`src/rtl/myspi_regbank.sv`:
```
// SPI mode-0 slave register bank: command word (R/W + address) followed by data words,
// with optional address auto-increment; all SPI pins are oversampled in the theClock domain.
module myspi_regbank #(
    parameter int DATA_W   = 16,
    parameter int N_CH     = 10,
    parameter int ADDR_W   = 15,
    parameter int BURST_EN = 1
) (
    input  logic                     theClock,
    input  logic                     theReset,
    input  logic                     MySPI_clk,
    input  logic                     MySPI_cs,
    input  logic                     MySPI_sdi,
    output logic                     MySPI_sdo,
    output logic [DATA_W-1:0]        Config,
    output logic [DATA_W-1:0]        Led70,
    input  logic [DATA_W-1:0]        Status,
    input  logic [N_CH*DATA_W-1:0]   IO_Data_In,
    output logic [N_CH*DATA_W-1:0]   IO_Data_Out,
    output logic [N_CH*DATA_W-1:0]   IO_Enable_Out,
    output logic                     Wr_Strobe,
    output logic                     Frame_Err
);

    localparam int CMD_W = ADDR_W + 1;
    localparam int MAXB  = (CMD_W > DATA_W) ? CMD_W : DATA_W;
    localparam int CNT_W = $clog2(MAXB + 1);

    typedef enum logic [2:0] {IDLE, CMD, LOAD, DATA, COMMIT} state_t;

    state_t                  state_q;
    logic [1:0]              cs_sync_q;
    logic [2:0]              clk_sync_q;
    logic [1:0]              sdi_sync_q;
    logic                    cs_dly_q;
    logic [1:0]              warm_q;
    logic                    armed_q;
    logic [CNT_W-1:0]        bit_cnt_q;
    logic [CMD_W-1:0]        cmd_q;
    logic [DATA_W-1:0]       rx_q;
    logic [DATA_W-1:0]       tx_q;
    logic [DATA_W-1:0]       config_q;
    logic [DATA_W-1:0]       led_q;
    logic [N_CH*DATA_W-1:0]  io_out_q;
    logic [N_CH*DATA_W-1:0]  io_en_q;
    logic                    wr_strobe_q;
    logic                    frame_err_q;

    logic                    cs_s;
    logic                    sdi_s;
    logic                    sclk_rise;
    logic                    sclk_fall;
    logic                    cs_fall;
    logic [ADDR_W-1:0]       addr;
    logic                    is_wr;
    logic [DATA_W-1:0]       rd_dat;
    logic                    wr_ok;
    logic [CMD_W-1:0]        cmd_d;
    logic [DATA_W-1:0]       rx_d;
    logic [DATA_W-1:0]       tx_d;

    assign cs_s      = cs_sync_q[1];
    assign sdi_s     = sdi_sync_q[1];
    assign sclk_rise = clk_sync_q[1] & ~clk_sync_q[2];
    assign sclk_fall = ~clk_sync_q[1] & clk_sync_q[2];
    assign cs_fall   = cs_dly_q & ~cs_s;
    assign addr      = cmd_q[ADDR_W-1:0];
    assign is_wr     = cmd_q[ADDR_W];
    assign cmd_d     = {cmd_q[CMD_W-2:0], sdi_s};
    assign rx_d      = {rx_q[DATA_W-2:0], sdi_s};
    assign tx_d      = {tx_q[DATA_W-2:0], 1'b0};

    always_comb begin
        rd_dat = '0;
        wr_ok  = 1'b0;
        if (addr == ADDR_W'(0)) begin
            rd_dat = config_q;
            wr_ok  = 1'b1;
        end
        if (addr == ADDR_W'(1)) rd_dat = Status;
        if (addr == ADDR_W'(2)) begin
            rd_dat = led_q;
            wr_ok  = 1'b1;
        end
        for (int k = 0; k < N_CH; k++) begin
            if (addr == ADDR_W'(16 + 2*k)) begin
                rd_dat = IO_Data_In[k*DATA_W +: DATA_W];
                wr_ok  = 1'b1;
            end
            if (addr == ADDR_W'(17 + 2*k)) begin
                rd_dat = io_en_q[k*DATA_W +: DATA_W];
                wr_ok  = 1'b1;
            end
        end
    end

    always_ff @(posedge theClock or negedge theReset) begin
        if (!theReset) begin
            state_q     <= IDLE;
            cs_sync_q   <= 2'b11;
            clk_sync_q  <= 3'b000;
            sdi_sync_q  <= 2'b00;
            cs_dly_q    <= 1'b1;
            warm_q      <= 2'd0;
            armed_q     <= 1'b0;
            bit_cnt_q   <= '0;
            cmd_q       <= '0;
            rx_q        <= '0;
            tx_q        <= '0;
            config_q    <= '0;
            led_q       <= '0;
            io_out_q    <= '0;
            io_en_q     <= '0;
            wr_strobe_q <= 1'b0;
            frame_err_q <= 1'b0;
        end else begin
            cs_sync_q   <= {cs_sync_q[0], MySPI_cs};
            clk_sync_q  <= {clk_sync_q[1:0], MySPI_clk};
            sdi_sync_q  <= {sdi_sync_q[0], MySPI_sdi};
            cs_dly_q    <= cs_s;
            wr_strobe_q <= 1'b0;
            frame_err_q <= 1'b0;
            // cs_s only reflects the pin two edges after reset; a frame already
            // running at release must not be mistaken for a fresh cs fall.
            if (warm_q != 2'd2) warm_q <= warm_q + 2'd1;
            if (warm_q == 2'd2 && cs_s) armed_q <= 1'b1;

            case (state_q)
                IDLE: begin
                    if (cs_fall && armed_q) begin
                        state_q   <= CMD;
                        bit_cnt_q <= '0;
                        tx_q      <= '0;
                    end
                end
                CMD: begin
                    if (sclk_rise) begin
                        cmd_q <= cmd_d;
                        if (bit_cnt_q == CNT_W'(CMD_W - 1)) begin
                            state_q   <= LOAD;
                            bit_cnt_q <= '0;
                        end else begin
                            bit_cnt_q <= bit_cnt_q + CNT_W'(1);
                        end
                    end else if (cs_s) begin
                        state_q     <= IDLE;
                        frame_err_q <= (bit_cnt_q != '0);
                    end
                end
                LOAD: begin
                    if (cs_s) begin
                        state_q <= IDLE;
                    end else begin
                        tx_q      <= is_wr ? '0 : rd_dat;
                        bit_cnt_q <= '0;
                        state_q   <= DATA;
                    end
                end
                DATA: begin
                    // The final rise wins over a simultaneous cs rise so the word still commits.
                    if (sclk_rise) begin
                        rx_q <= rx_d;
                        if (bit_cnt_q == CNT_W'(DATA_W - 1)) begin
                            state_q   <= COMMIT;
                            bit_cnt_q <= '0;
                        end else begin
                            bit_cnt_q <= bit_cnt_q + CNT_W'(1);
                        end
                    end else if (cs_s) begin
                        state_q     <= IDLE;
                        frame_err_q <= (bit_cnt_q != '0);
                    end else if (sclk_fall && bit_cnt_q != '0) begin
                        tx_q <= tx_d;
                    end
                end
                COMMIT: begin
                    if (is_wr && wr_ok) begin
                        wr_strobe_q <= 1'b1;
                        if (addr == ADDR_W'(0)) config_q <= rx_q;
                        if (addr == ADDR_W'(2)) led_q    <= rx_q;
                        for (int k = 0; k < N_CH; k++) begin
                            if (addr == ADDR_W'(16 + 2*k)) io_out_q[k*DATA_W +: DATA_W] <= rx_q;
                            if (addr == ADDR_W'(17 + 2*k)) io_en_q[k*DATA_W +: DATA_W]  <= rx_q;
                        end
                    end
                    if (BURST_EN != 0 && !cs_s) begin
                        cmd_q[ADDR_W-1:0] <= addr + ADDR_W'(1);
                        state_q           <= LOAD;
                    end else begin
                        state_q <= IDLE;
                    end
                end
                default: state_q <= IDLE;
            endcase
        end
    end

    assign MySPI_sdo     = (state_q != IDLE) & tx_q[DATA_W-1];
    assign Config        = config_q;
    assign Led70         = led_q;
    assign IO_Data_Out   = io_out_q;
    assign IO_Enable_Out = io_en_q;
    assign Wr_Strobe     = wr_strobe_q;
    assign Frame_Err     = frame_err_q;

endmodule

```
`config.mk`:
```
export PLATFORM = sky130hd
export DESIGN_NAME = myspi_regbank
export DESIGN_NICKNAME = d
export VERILOG_FILES = /design/src/rtl/myspi_regbank.sv
export SDC_FILE = /design/constraint.sdc
export NUM_CORES = 1
export LEC_CHECK = 0
export ABC_CLOCK_PERIOD_IN_PS = 3400
export CORE_MARGIN = 8
export CORE_UTILIZATION = 45
export DETAILED_ROUTE_END_ITERATION = 7
export DONT_BUFFER_PORTS = 1
export RECOVER_POWER = 50
export SLEW_MARGIN = 0
export SYNTH_ARGS = -nofsm -noshare
export SYNTH_HDL_FRONTEND = slang
export SYNTH_SLANG_ARGS = --single-unit
export TNS_END_PERCENT = 5
```
`constraint.sdc`:
```
create_clock -name theClock -period 3.4 [get_ports theClock]
set_input_delay 0.34 -clock theClock [delete_from_list [all_inputs] [get_ports theClock]]
set_output_delay 0.34 -clock theClock [all_outputs]
set_load 0.03 [all_outputs]
```
# Word-level counts from Yosys, hierarchy flattened
# Cells that the tools add are included.
totals:
  word_cells: 199
  ff_bits: 421
  inputBits: 181
op_classes:
  n_mux: 74
  eq_ne: 39
  bitwise_logic: 7
  n_addsub: 3
  reduce_logical: 40
op_table:
  columns: ["operator", "n"]
  rows:
  - ["2-to-1 mux 16 bit", 29]
  - ["equality test 15 x 5 -> 1 bit, second input constant", 16]
  - ["AND reduction 3 bit", 24]
  - ["equality test 15 x 6 -> 1 bit, second input constant", 4]
  - ["case mux 16 bit (3 select lines)", 1]
  - ["2-to-1 mux 15 bit", 2]
  - ["case mux 15 bit (2 select lines)", 1]
  - ["2-to-1 mux 1 bit", 27]
  - ["2-to-1 mux 5 bit", 4]
  - ["2-to-1 mux 3 bit", 6]
  - ["inequality test 2 bit, second input constant", 8]
  - ["adder 15 x 1 -> 15 bit, second input constant", 1]
  - ["equality test 15 x 1 -> 1 bit, second input constant", 1]
  - ["equality test 15 x 2 -> 1 bit, second input constant", 1]
  - ["logical NOT 15 bit", 1]
  - ["case mux 3 bit (5 select lines)", 1]
  - ["case mux 5 bit (3 select lines)", 1]
  - ["nonzero test 3 bit", 3]
  - ["equality test 3 x 2 -> 1 bit, second input constant", 2]
  - ["inequality test 3 bit, second input constant", 2]
  - ["AND reduction 6 bit", 1]
  - ["adder 5 x 1 -> 5 bit, second input constant", 1]
  - ["equality test 5 x 4 -> 1 bit, second input constant", 1]
  - ["nonzero test 5 bit", 1]
  - ["other kinds (14)", 24]

# Depth between registers and ports, before layout
# Gate-level depths: netlist of the first run.
depth:
  depth_word: 27
  mapped_depth: 13
  mapped_depth_nobuf: 9

# Worst setup path before layout of the first run
# OpenSTA, ideal clock, no wires.
synth_path:
  path_kind: "register to register"
  start: "reg cmd_q[1]"
  end: "reg io_en_q[133] (netlist: IO_Enable_Out[133])"
  t_required_ns: 3.275
  stages_incl_launch_ff: 9
  t_arrival_ns: 2.905
  setup_slack_ns: 0.370
  path_cell_list: "dfrtp_1 > inv_1 > ha_1 > clkbuf_1 > nor3b_1 > nand4_1 > nor2_1 > buf_2 > mux2_2"
synth_between:
  elab_chain_len: 25
  word_cells_on_any_way: 46
  cone_classes: "eq/ne (21); mux (22); reduce/logical (3)"
synth_rtl:
  columns: ["item", "line", "text"]
  rows:
  - ["start, declared", "39", "logic [CMD_W-1:0] cmd_q;"]
  - ["start signal, assigned", "138", "cmd_q <= cmd_d;"]
  - ["start signal, assigned by index", "187", "cmd_q[ADDR_W-1:0] <= addr + ADDR_W'(1);"]
  - ["logical NOT 15 bit", "76", "if (addr == ADDR_W'(0)) begin"]
  - ["2-to-1 mux 1 bit", "76", null]
  - ["2-to-1 mux 1 bit", "81", "if (addr == ADDR_W'(2)) begin"]
  - ["2-to-1 mux 1 bit", "86", "if (addr == ADDR_W'(16 + 2*k)) begin"]
  - ["2-to-1 mux 1 bit", "90", "if (addr == ADDR_W'(17 + 2*k)) begin"]
  - ["2-to-1 mux 1 bit", "86", null]
  - ["2-to-1 mux 1 bit", "90", null]
  - ["2-to-1 mux 1 bit", "86", null]
  - ["(+9 left out)", null, null]
  - ["2-to-1 mux 1 bit", "86", null]
  - ["2-to-1 mux 1 bit", "90", null]
  - ["2-to-1 mux 1 bit", "86", null]
  - ["2-to-1 mux 1 bit", "90", null]
  - ["2-to-1 mux 1 bit", "86", null]
  - ["2-to-1 mux 1 bit", "90", null]
  - ["logical AND 1 bit", "177", "if (is_wr && wr_ok) begin"]
  - ["AND reduction 3 bit (no line) *", null, null]
  - ["end signal, assigned by index", "183", "if (addr == ADDR_W'(17 + 2*k)) io_en_q[k*DATA_W +: DATA_W] <= rx_q;"]
  - ["end, declared", "45", "logic [N_CH*DATA_W-1:0] io_en_q;"]
# Every way passes the cells marked *; elsewhere a longest branch is shown, timed or not.
# A chain may end at the register's enable or synchronous reset.

# Worst setup path in the final report of the first run
layout_path:
  start: "reg cmd_q[13]"
  end: "reg tx_q[6]"
layout_between:
  elab_chain_len: 27
  word_cells_on_any_way: 49
  cone_classes: "eq/ne (22); mux (26); reduce/logical (1)"
layout_rtl:
  columns: ["item", "line", "text"]
  rows:
  - ["logical NOT 15 bit", "76", null]
  - ["2-to-1 mux 16 bit", "76", null]
  - ["2-to-1 mux 16 bit", "80", "if (addr == ADDR_W'(1)) rd_dat = Status;"]
  - ["2-to-1 mux 16 bit", "81", null]
  - ["2-to-1 mux 16 bit", "86", null]
  - ["2-to-1 mux 16 bit", "90", null]
  - ["2-to-1 mux 16 bit", "86", null]
  - ["2-to-1 mux 16 bit", "90", null]
  - ["(+11 left out)", null, null]
  - ["2-to-1 mux 16 bit", "90", null]
  - ["2-to-1 mux 16 bit", "86", null]
  - ["2-to-1 mux 16 bit", "90", null]
  - ["2-to-1 mux 16 bit", "86", null]
  - ["2-to-1 mux 16 bit *", "90", null]
  - ["2-to-1 mux 16 bit *", "154", "tx_q <= is_wr ? '0 : rd_dat;"]
  - ["2-to-1 mux 16 bit *", "151", "if (cs_s) begin"]
  - ["case mux 16 bit (3 select lines) *", "128", "case (state_q)"]
  - ["end signal, assigned", "154", null]
  - ["end signal, assigned", "173", "tx_q <= tx_d;"]
  - ["end, declared", "41", "logic [DATA_W-1:0] tx_q;"]
# Every way passes the cells marked *; elsewhere a longest branch is shown, timed or not. The select of a mux whose other input is x is not followed.

==> summary.md, run 1 <==
| Metric | Value |
|---|---|
| Syn Std Cell Area | `21300 um2` |
| Share of power burned in registers | `32.6%` |
| Tightest Hold Check Type | `in2async` |
| Critical-path top delay cell | `sky130_fd_sc_hd__or4_4` |
| Leading register cell type out of synthesis | `sky130_fd_sc_hd__dfrtp_1` |
| Max Cap Viol | `0` |
| FF+latch count, synth | `421` |
| Most frequently used cell type in the post-synthesis netlist | `sky130_fd_sc_hd__dfrtp_1` |
| Distinct cell type count after synthesis | `86` |
| Combinational power share | `37.8%` |
| First-pass GRT wire length | `140000 um` |
| Cell area reported after detailed placement | `22900 um2` |
| Power Density | `681 nW/um2` |
| GRT Total Usage | `36.2%` |
| Total DRC errors in the routed layout | `0` |
| Max FO, Critical Path | `10` |
| Met2 routed WL | `48700 um` |
| Number of slew-limit violations in the final report | `0` |
| Leftover overflow at the end of global routing | `0` |
| Horizontal die dimension | `234 um` |
| Cell taking the most area after synthesis | `sky130_fd_sc_hd__dfrtp_1` |
| List of most frequent post-synthesis cells | `418 x sky130_fd_sc_hd__dfrtp_1, 365 x sky130_fd_sc_hd__mux2_2, 155 x sky130_fd_sc_hd__nand2_1, 121 x sky130_fd_sc_hd__clkbuf_1, 88 x sky130_fd_sc_hd__nor2_1` |
| EDFF count, synth | `0` |
| Crit path capture type | `flop` |
| Req. time, crit path | `3910 ps` |
| DRT antenna net count | `0` |
| Worst reg-to-reg setup slack | `120 ps` |
| Core region area | `47200 um2` |
| Worst Clk Skew | `16.2 ps` |
| Net switching power figure | `6.58 mW` |
| Cell-by-cell trace of the critical path | `or4_4 -> or4_4 -> nor3_2 -> a21oi_1 -> o41ai_4 -> o21ai_1 -> o21ai_0` |
| Clk Tree Root Cell | `sky130_fd_sc_hd__clkbuf_16` |
| Number of nets in the synthesized netlist | `2123` |
| # IOs | `536` |
| Worst path arrival time | `3780 ps` |
| TritonCTS clock tree | `built` |
| Worst Reg-to-Reg Cells | `7` |
| Worst-case headroom to the max-slew limit | `14.2%` |
| Setup-failing EPs final | `0` |
| Transition at the pin with the smallest max-transition slack | `1290 ps` |
| TritonCTS Sinks | `421` |
| Minimum clock period | `3280 ps` |
| Drt wl/cell | `38.3 um` |
| FP Rows | `80` |
| Iteration-0 DRC Markers | `1891` |
| H-tree depth | `2` |
| Detailed Route WL | `102000 um` |
| Post-route met1 wirelength | `38500 um` |
| Static leakage | `11.4 nW` |
| Synth Instances | `1935` |
| Share of total power consumed by net switching | `39.3%` |
| Post-synthesis area per instance | `11.0 um2` |
| Total design power | `16.7 mW` |
| Detail Placement HPWL | `77000 um` |
| Highest Clock Rate | `305 MHz` |
| Share of the synthesized area in the top cell type | `49.0%` |
| Top routing layer used | `met5` |
| Fraction of synthesis flops using an asynchronous set or reset pin | `100%` |
| Post-CTS Hold Fix Bufs | `3` |
| Via count of the first global-routing pass | `17.7k` |
| Largest net degree at the start of global routing | `422` |
| Most frequent cell on the critical path | `sky130_fd_sc_hd__or4_4` |
| Result of the run | `complete, but fails checks` |
| Worst r2r src | `cmd_q[13]$_DFFE_PN0P_` |
| VDD IR-drop max | `451 uV` |
| Total Die Area | `54700 um2` |
| Filler cell count in the final layout | `4215` |
| Crit share post-route | `96.3%` |
| Worst hold slack after final layout | `-561 ps` |
| Number of antenna violations at the first check in global routing | `23` |
| Longest Clk Path Bufs | `3` |
| Via count of the routed design | `18.1k` |
| Worst-path clk slew | `60 ps` |
| RSZ-0062 raised after global routing | `false` |
| Total count of hold-check failures in the final report | `421` |
| Initial core utilization | `45.2%` |
| Total number of nets in the final design | `2180` |
| Max stage delay on crit path | `670 ps` |
| Later-pin clock latency in the skew report | `600 ps` |
| CTS buffer count | `45` |
| Clock Power Share | `29.7%` |
| Worst setup path class | `reg2reg` |
| Final Wtd Congestion | `1.03` |
| Area added between synthesis and finish | `15.1%` |
| Violated checks | `hold timing` |
| Element type at the critical path start | `flop` |
| Launch point of the critical path | `cmd_q[13]$_DFFE_PN0P_` |
| Number of detailed-routing iterations run before antenna repair | `5` |
| Count of input and output buffers | `0` |
| Met3 wire len | `10200 um` |
| Endpoint of the lowest-slack register-to-register path | `tx_q[6]$_DFFE_PN0P_` |
| Die H | `234 um` |
| Cell internal pwr | `10.1 mW` |
| Capturing instance or port of the critical path | `tx_q[6]$_DFFE_PN0P_` |
| Share of layout cells above drive strength 1 | `32.9%` |
| Number of warnings reported in the yosys synthesis log | `0` |
| Via count normalized by instance count | `6.80` |
| Register area share after synthesis | `49.4%` |
| Final standard cell area without fillers | `24600 um2` |
| Most area-consuming cells after synthesis | `sky130_fd_sc_hd__dfrtp_1 49%, sky130_fd_sc_hd__mux2_2 19%, sky130_fd_sc_hd__nand2_1 2.7%` |
what timing repair did:
action	4_1_cts	5_1_grt
endpoints found under the hold margin	424	421
resized for setup	7	7
setup buffers	0	0
endpoints found under the setup margin	3	22
per-layer routing:
metal	global-route usage, %	vias up
li1	-	7407
met2	58.6	1028
met1	44.6	9447
met5	0	-
met4	16.3	6
met3	10.3	220
logic make-up (layout without fill, tap and decap cells):
family / after synthesis / count (layout) / synth area share [%]
flip-flops: 421 / 421 / 49.4
AO/OA/AOI/OAI: 406 / 406 / 13.2
XOR/XNOR: 2 / 2 / 0.0821
AND/OR/NAND/NOR: 543 / 543 / 13.8
other: 0 / 19 / 0
multiplexers: 371 / 371 / 19.6
adder cells (fa/ha/maj): 7 / 7 / 0.410
buffers and inverters: 185 / 278 / 3.62
critical path, delay by kind of cell, from the launching register on:
family | cells | cell delay [ps]
and+or+nand+nor | 3 | 1560
AOI/OAI and AO/OA | 4 | 1180
DFF | 1 | 440
state kept, by name, summed over array words and instances (netlist names), 5 cells and up:
signal         cells
Config            16
IO_Data_Out      160
IO_Enable_Out    160
Led70             16
bit_cnt_q          5
cmd_q             16
rx_q              16
tx_q              16
stage by stage:
stage | TNS (ps) | utilization, % | cells | hold WS [ps] | worst slack [ps]
2_1_floorplan | 0 | - | 1935 | 44.4 | 370
3_3_place_gp | -962 | 48.5 | 2557 | 56.4 | -606
3_5_place_dp | -1060 | 48.5 | 2557 | 56.8 | -688
4_1_cts | 0 | 51.8 | 2643 | -573 | 5.36
5_1_grt | 0 | 52.0 | 2659 | -582 | 14.1
6_report | 0 | 52.0 | 2662 | -561 | 125
layout by cell type (no fill, tap or decap), drive strengths merged, types with 8 or more instances in the layout:
| cell type | netlist | layout |
|---|---|---|
| nand4 | 23 | 23 |
| diode | 0 | 19 |
| a21oi | 71 | 71 |
| nand3b | 15 | 15 |
| clkinv | 1 | 11 |
| a211oi | 19 | 19 |
| o22ai | 23 | 23 |
| nor3b | 8 | 8 |
| a211o | 9 | 9 |
| or4 | 13 | 13 |
| nor2b | 18 | 18 |
| nand3 | 59 | 59 |
| inv | 26 | 27 |
| clkbuf | 121 | 67 |
| buf | 37 | 165 |
| or3 | 13 | 13 |
| a221o | 12 | 12 |
| nor2 | 90 | 90 |
| dfrtp | 418 | 418 |
| and3 | 9 | 9 |
| a22oi | 30 | 30 |
| a221oi | 27 | 27 |
| nor4 | 47 | 47 |
| o21ai | 78 | 78 |
| o211ai | 26 | 26 |
| nand2b | 11 | 11 |
| nor3 | 43 | 43 |
| nand2 | 158 | 158 |
| a31oi | 23 | 23 |
| mux2 | 369 | 369 |
| o221ai | 15 | 15 |
worst min-delay path by stage:
stage               startpoint                           to  slack (ps)
floorplan             theReset        Config[0]$_DFFE_PN0P_          40
global placement      theReset  IO_Data_Out[96]$_DFFE_PN0P_          60
detailed placement    theReset  IO_Data_Out[96]$_DFFE_PN0P_          60
CTS                   theReset  IO_Data_Out[96]$_DFFE_PN0P_        -570
global route          theReset  IO_Data_Out[96]$_DFFE_PN0P_        -580
finish                theReset  IO_Data_Out[96]$_DFFE_PN0P_        -560
layout make-up:
cell class                 count  area (um2)  share of cell area (%)
clock buffer                  67        1270                    5.16
inverter                      27         101                   0.412
timing repair buffer         168        1440                    5.88
clock inverter                16         211                   0.861
tap                          615         769                    3.13
multi-input combinational   1329       10200                    41.5
sequential                   421       10500                    42.9
antenna                       19        47.5                   0.194
power by group through the flow:
stage | Combinational (mW) | Clock (mW) | Sequential (mW)
5_1_grt | 6.54 | 5.18 | 5.46
6_report | 6.32 | 4.96 | 5.45
2_1_floorplan | 3.33 | 0 | 5.35
3_3_place_gp | 5.96 | 0 | 5.52
4_1_cts | 6.04 | 5.01 | 5.44
3_5_place_dp | 5.98 | 0 | 5.53
Power figures use the tool's default switching activity.
==> inputs of run 2 (changes only) <==
Settings changed: ABC_CLOCK_PERIOD_IN_PS 3400 to 2900, CORE_UTILIZATION 45 to 25.
Clock period 3.4 ns to 2.9 ns, I/O delays scaled along.
==> run 2 against run 1 <==
  * The run still ends with hold timing left
  * Clock power up 34%
  * Count of clock-buffer cells in the layout fell by 2
  * Highest routed layer unchanged
  * Via count grew 5.8%
  * Sequential power up 18%
  * Setup slack got worse by 120 ps
  * Clock skew rose by 7.4 ps
  * Core utilization decreased by 19 points
  * Routed wire length grew 21%
  * Register-to-register slack worse by 120 ps
==> summary.md, run 2 (synthesized netlist as in run 1, its figures left out) <==
| Metric | Value |
|---|---|
| Total Die Area | `95000 um2` |
| Critical-path top delay cell | `sky130_fd_sc_hd__or4_4` |
| Post-CTS Hold Fix Bufs | `7` |
| First-pass GRT wire length | `167000 um` |
| # IOs | `536` |
| Worst r2r src | `cmd_q[13]$_DFFE_PN0P_` |
| Initial core utilization | `25.1%` |
| Max Cap Viol | `0` |
| Crit path setup slack, layout | `6.87 ps` |
| CTS buffer count | `49` |
| Cell-by-cell trace of the critical path | `or4_4 -> buf_6 -> buf_12 -> buf_6 -> nor4_4 -> buf_4 -> nand2_1 -> buf_4 -> o221a_2 -> a21oi_1 -> buf_4 -> a211o_1 -> nand2_1` |
| Worst setup path class | `reg2reg` |
| Total DRC errors in the routed layout | `0` |
| GRT Total Usage | `25.0%` |
| Number of antenna violations at the first check in global routing | `37` |
| Clk Tree Root Cell | `sky130_fd_sc_hd__clkbuf_16` |
| RSZ-0062 raised after global routing | `true` |
| Most congested layer reported by global routing | `met2` |
| Total Neg Setup Slack | `0 ps` |
| Via count of the first global-routing pass | `19.3k` |
| Setup-failing EPs final | `0` |
| Cell Count Post-Placement | `3312` |
| Number of detailed-routing iterations run before antenna repair | `5` |
| Total count of hold-check failures in the final report | `421` |
| Max stage delay on crit path | `580 ps` |
| Share of layout cells above drive strength 1 | `42.9%` |
| Largest net degree at the start of global routing | `422` |
| Net switching power figure | `8.90 mW` |
| Req. time, crit path | `3400 ps` |
| Most used cells in the layout excluding fill and tap cells | `414 x sky130_fd_sc_hd__dfrtp_1, 365 x sky130_fd_sc_hd__mux2_2, 360 x sky130_fd_sc_hd__buf_4` |
| Most frequent cell on the critical path | `sky130_fd_sc_hd__buf_4` |
| Worst Clk Skew | `23.6 ps` |
| Longest Clk Path Bufs | `3` |
| TritonCTS clock tree | `built` |
| Result of the run | `complete, but fails checks` |
| Element type at the critical path start | `flop` |
| Number of slew-limit violations in the final report | `0` |
| TritonCTS Sinks | `421` |
| Buffers and inverters on the worst path | `6` |
| Minimum clock period | `2890 ps` |
| Highest Clock Rate | `346 MHz` |
| Endpoint of the lowest-slack register-to-register path | `tx_q[3]$_DFFE_PN0P_` |
| H-tree depth | `2` |
| Leftover overflow at the end of global routing | `0` |
| Detailed Route WL | `123000 um` |
| Max FO, Critical Path | `7` |
| Leading cell type in the layout, fill and taps excluded | `sky130_fd_sc_hd__dfrtp_1` |
| Via count normalized by instance count | `5.58` |
| Share of power burned in registers | `28.0%` |
| Worst-case headroom to the max-slew limit | `17.0%` |
| Met1 demand-to-capacity share in global routing | `29.8%` |
| Clock Power Share | `28.9%` |
| Static leakage | `12.8 nW` |
| Crit-path leading delay family | `buffers and inverters` |
| Area added between synthesis and finish | `31.3%` |
| Core region area | `84900 um2` |
| Count of input and output buffers | `0` |
| Filler cell count in the final layout | `8661` |
| Violated checks | `hold timing` |
| Minimum setup slack after placement | `-669 ps` |
| VDD IR-drop max | `483 uV` |
| Worst Reg-to-Reg Cells | `13` |
| Tightest Hold Check Type | `in2async` |
| GRT met3 Usage | `9.00%` |
| Crit path capture type | `flop` |
| Horizontal die dimension | `308 um` |
| Transition at the pin with the smallest max-transition slack | `1240 ps` |
| Power Density | `818 nW/um2` |
| Die H | `308 um` |
| Cell internal pwr | `14.0 mW` |
| Drt wl/cell | `35.9 um` |
| Via count of the routed design | `19.2k` |
| Final Non-Filler Cells | `3434` |
| Fraction of met2 tracks used by global routing | `41.5%` |
| Final Wtd Congestion | `1.01` |
| Combinational power share | `43.1%` |
| DRT antenna net count | `0` |
| Detail Placement HPWL | `97200 um` |
| Worst hold slack after final layout | `-621 ps` |
| Crit share post-route | `99.8%` |
| Worst-path clk slew | `70 ps` |
| Iteration-0 DRC Markers | `1799` |
| Worst reg-to-reg setup slack | `7 ps` |
| FP Rows | `107` |
| Worst path arrival time | `3390 ps` |
| Later-pin clock latency in the skew report | `620 ps` |
| Total number of nets in the final design | `2427` |
| Share of total power consumed by net switching | `38.8%` |
## run 2: stage by stage
step | instance area, um2 | power, mW | util [%] | hold slack (ps)
after floorplan | 21400 | 10.2 | - | -5.59
after global placement | 25500 | 15.4 | 30.0 | 51.9
after detailed placement | 25500 | 15.5 | 30.1 | 54.9
after CTS | 27700 | 22.5 | 32.6 | -617
after global routing | 28000 | 23.6 | 33.0 | -643
final | 28000 | 22.9 | 33.0 | -621
## run 2: what timing repair did
| action | CTS | global route |
|---|---|---|
| pin swaps | 24 | 16 |
| resized for setup | 63 | 53 |
| hold endpoints to repair | 428 | 421 |
| setup buffers | 12 | 2 |
| setup endpoints to repair | 31 | 40 |
## run 2: worst max path at each step
stage                                startpoint                       endpoint  cells after the start
after floorplan            cmd_q[0]$_DFFE_PN0P_  IO_Enable_Out[21]$_DFFE_PN0P_                      8
after global placement    cmd_q[13]$_DFFE_PN0P_            tx_q[8]$_DFFE_PN0P_                     10
after detailed placement  cmd_q[13]$_DFFE_PN0P_            tx_q[4]$_DFFE_PN0P_                      9
after CTS                  cmd_q[0]$_DFFE_PN0P_           tx_q[11]$_DFFE_PN0P_                     11
after global routing      cmd_q[13]$_DFFE_PN0P_            tx_q[7]$_DFFE_PN0P_                     12
final                     cmd_q[13]$_DFFE_PN0P_            tx_q[3]$_DFFE_PN0P_                     13
## run 2: layout make-up
type                    count  area, um2  area share [%]
multi-input cells        1329      10700            38.0
flip-flops and latches    421      10500            37.6
repair buffers            411       3540            12.6
well taps                1144       1430            5.11
clock buffers              65       1400            4.99
clock inverters            24        320            1.14
inverters                  27        105           0.375
diodes                     13       32.5           0.116
## run 2: power by group through the flow
stage	combinational, mW	clock, mW	sequential, mW
after floorplan	3.91	0	6.27
after detailed placement	8.95	0	6.51
final	9.87	6.63	6.42
after global routing	10.2	6.94	6.44
after global placement	8.95	0	6.50
after CTS	9.37	6.73	6.41
## run 2: per-layer routing
| layer | vias up | routed length (um) |
|---|---|---|
| met5 | - | 181 |
| met4 | 30 | 5040 |
| met3 | 235 | 12600 |
| met2 | 1035 | 58000 |
| met1 | 9949 | 47500 |
| li1 | 7901 | - |
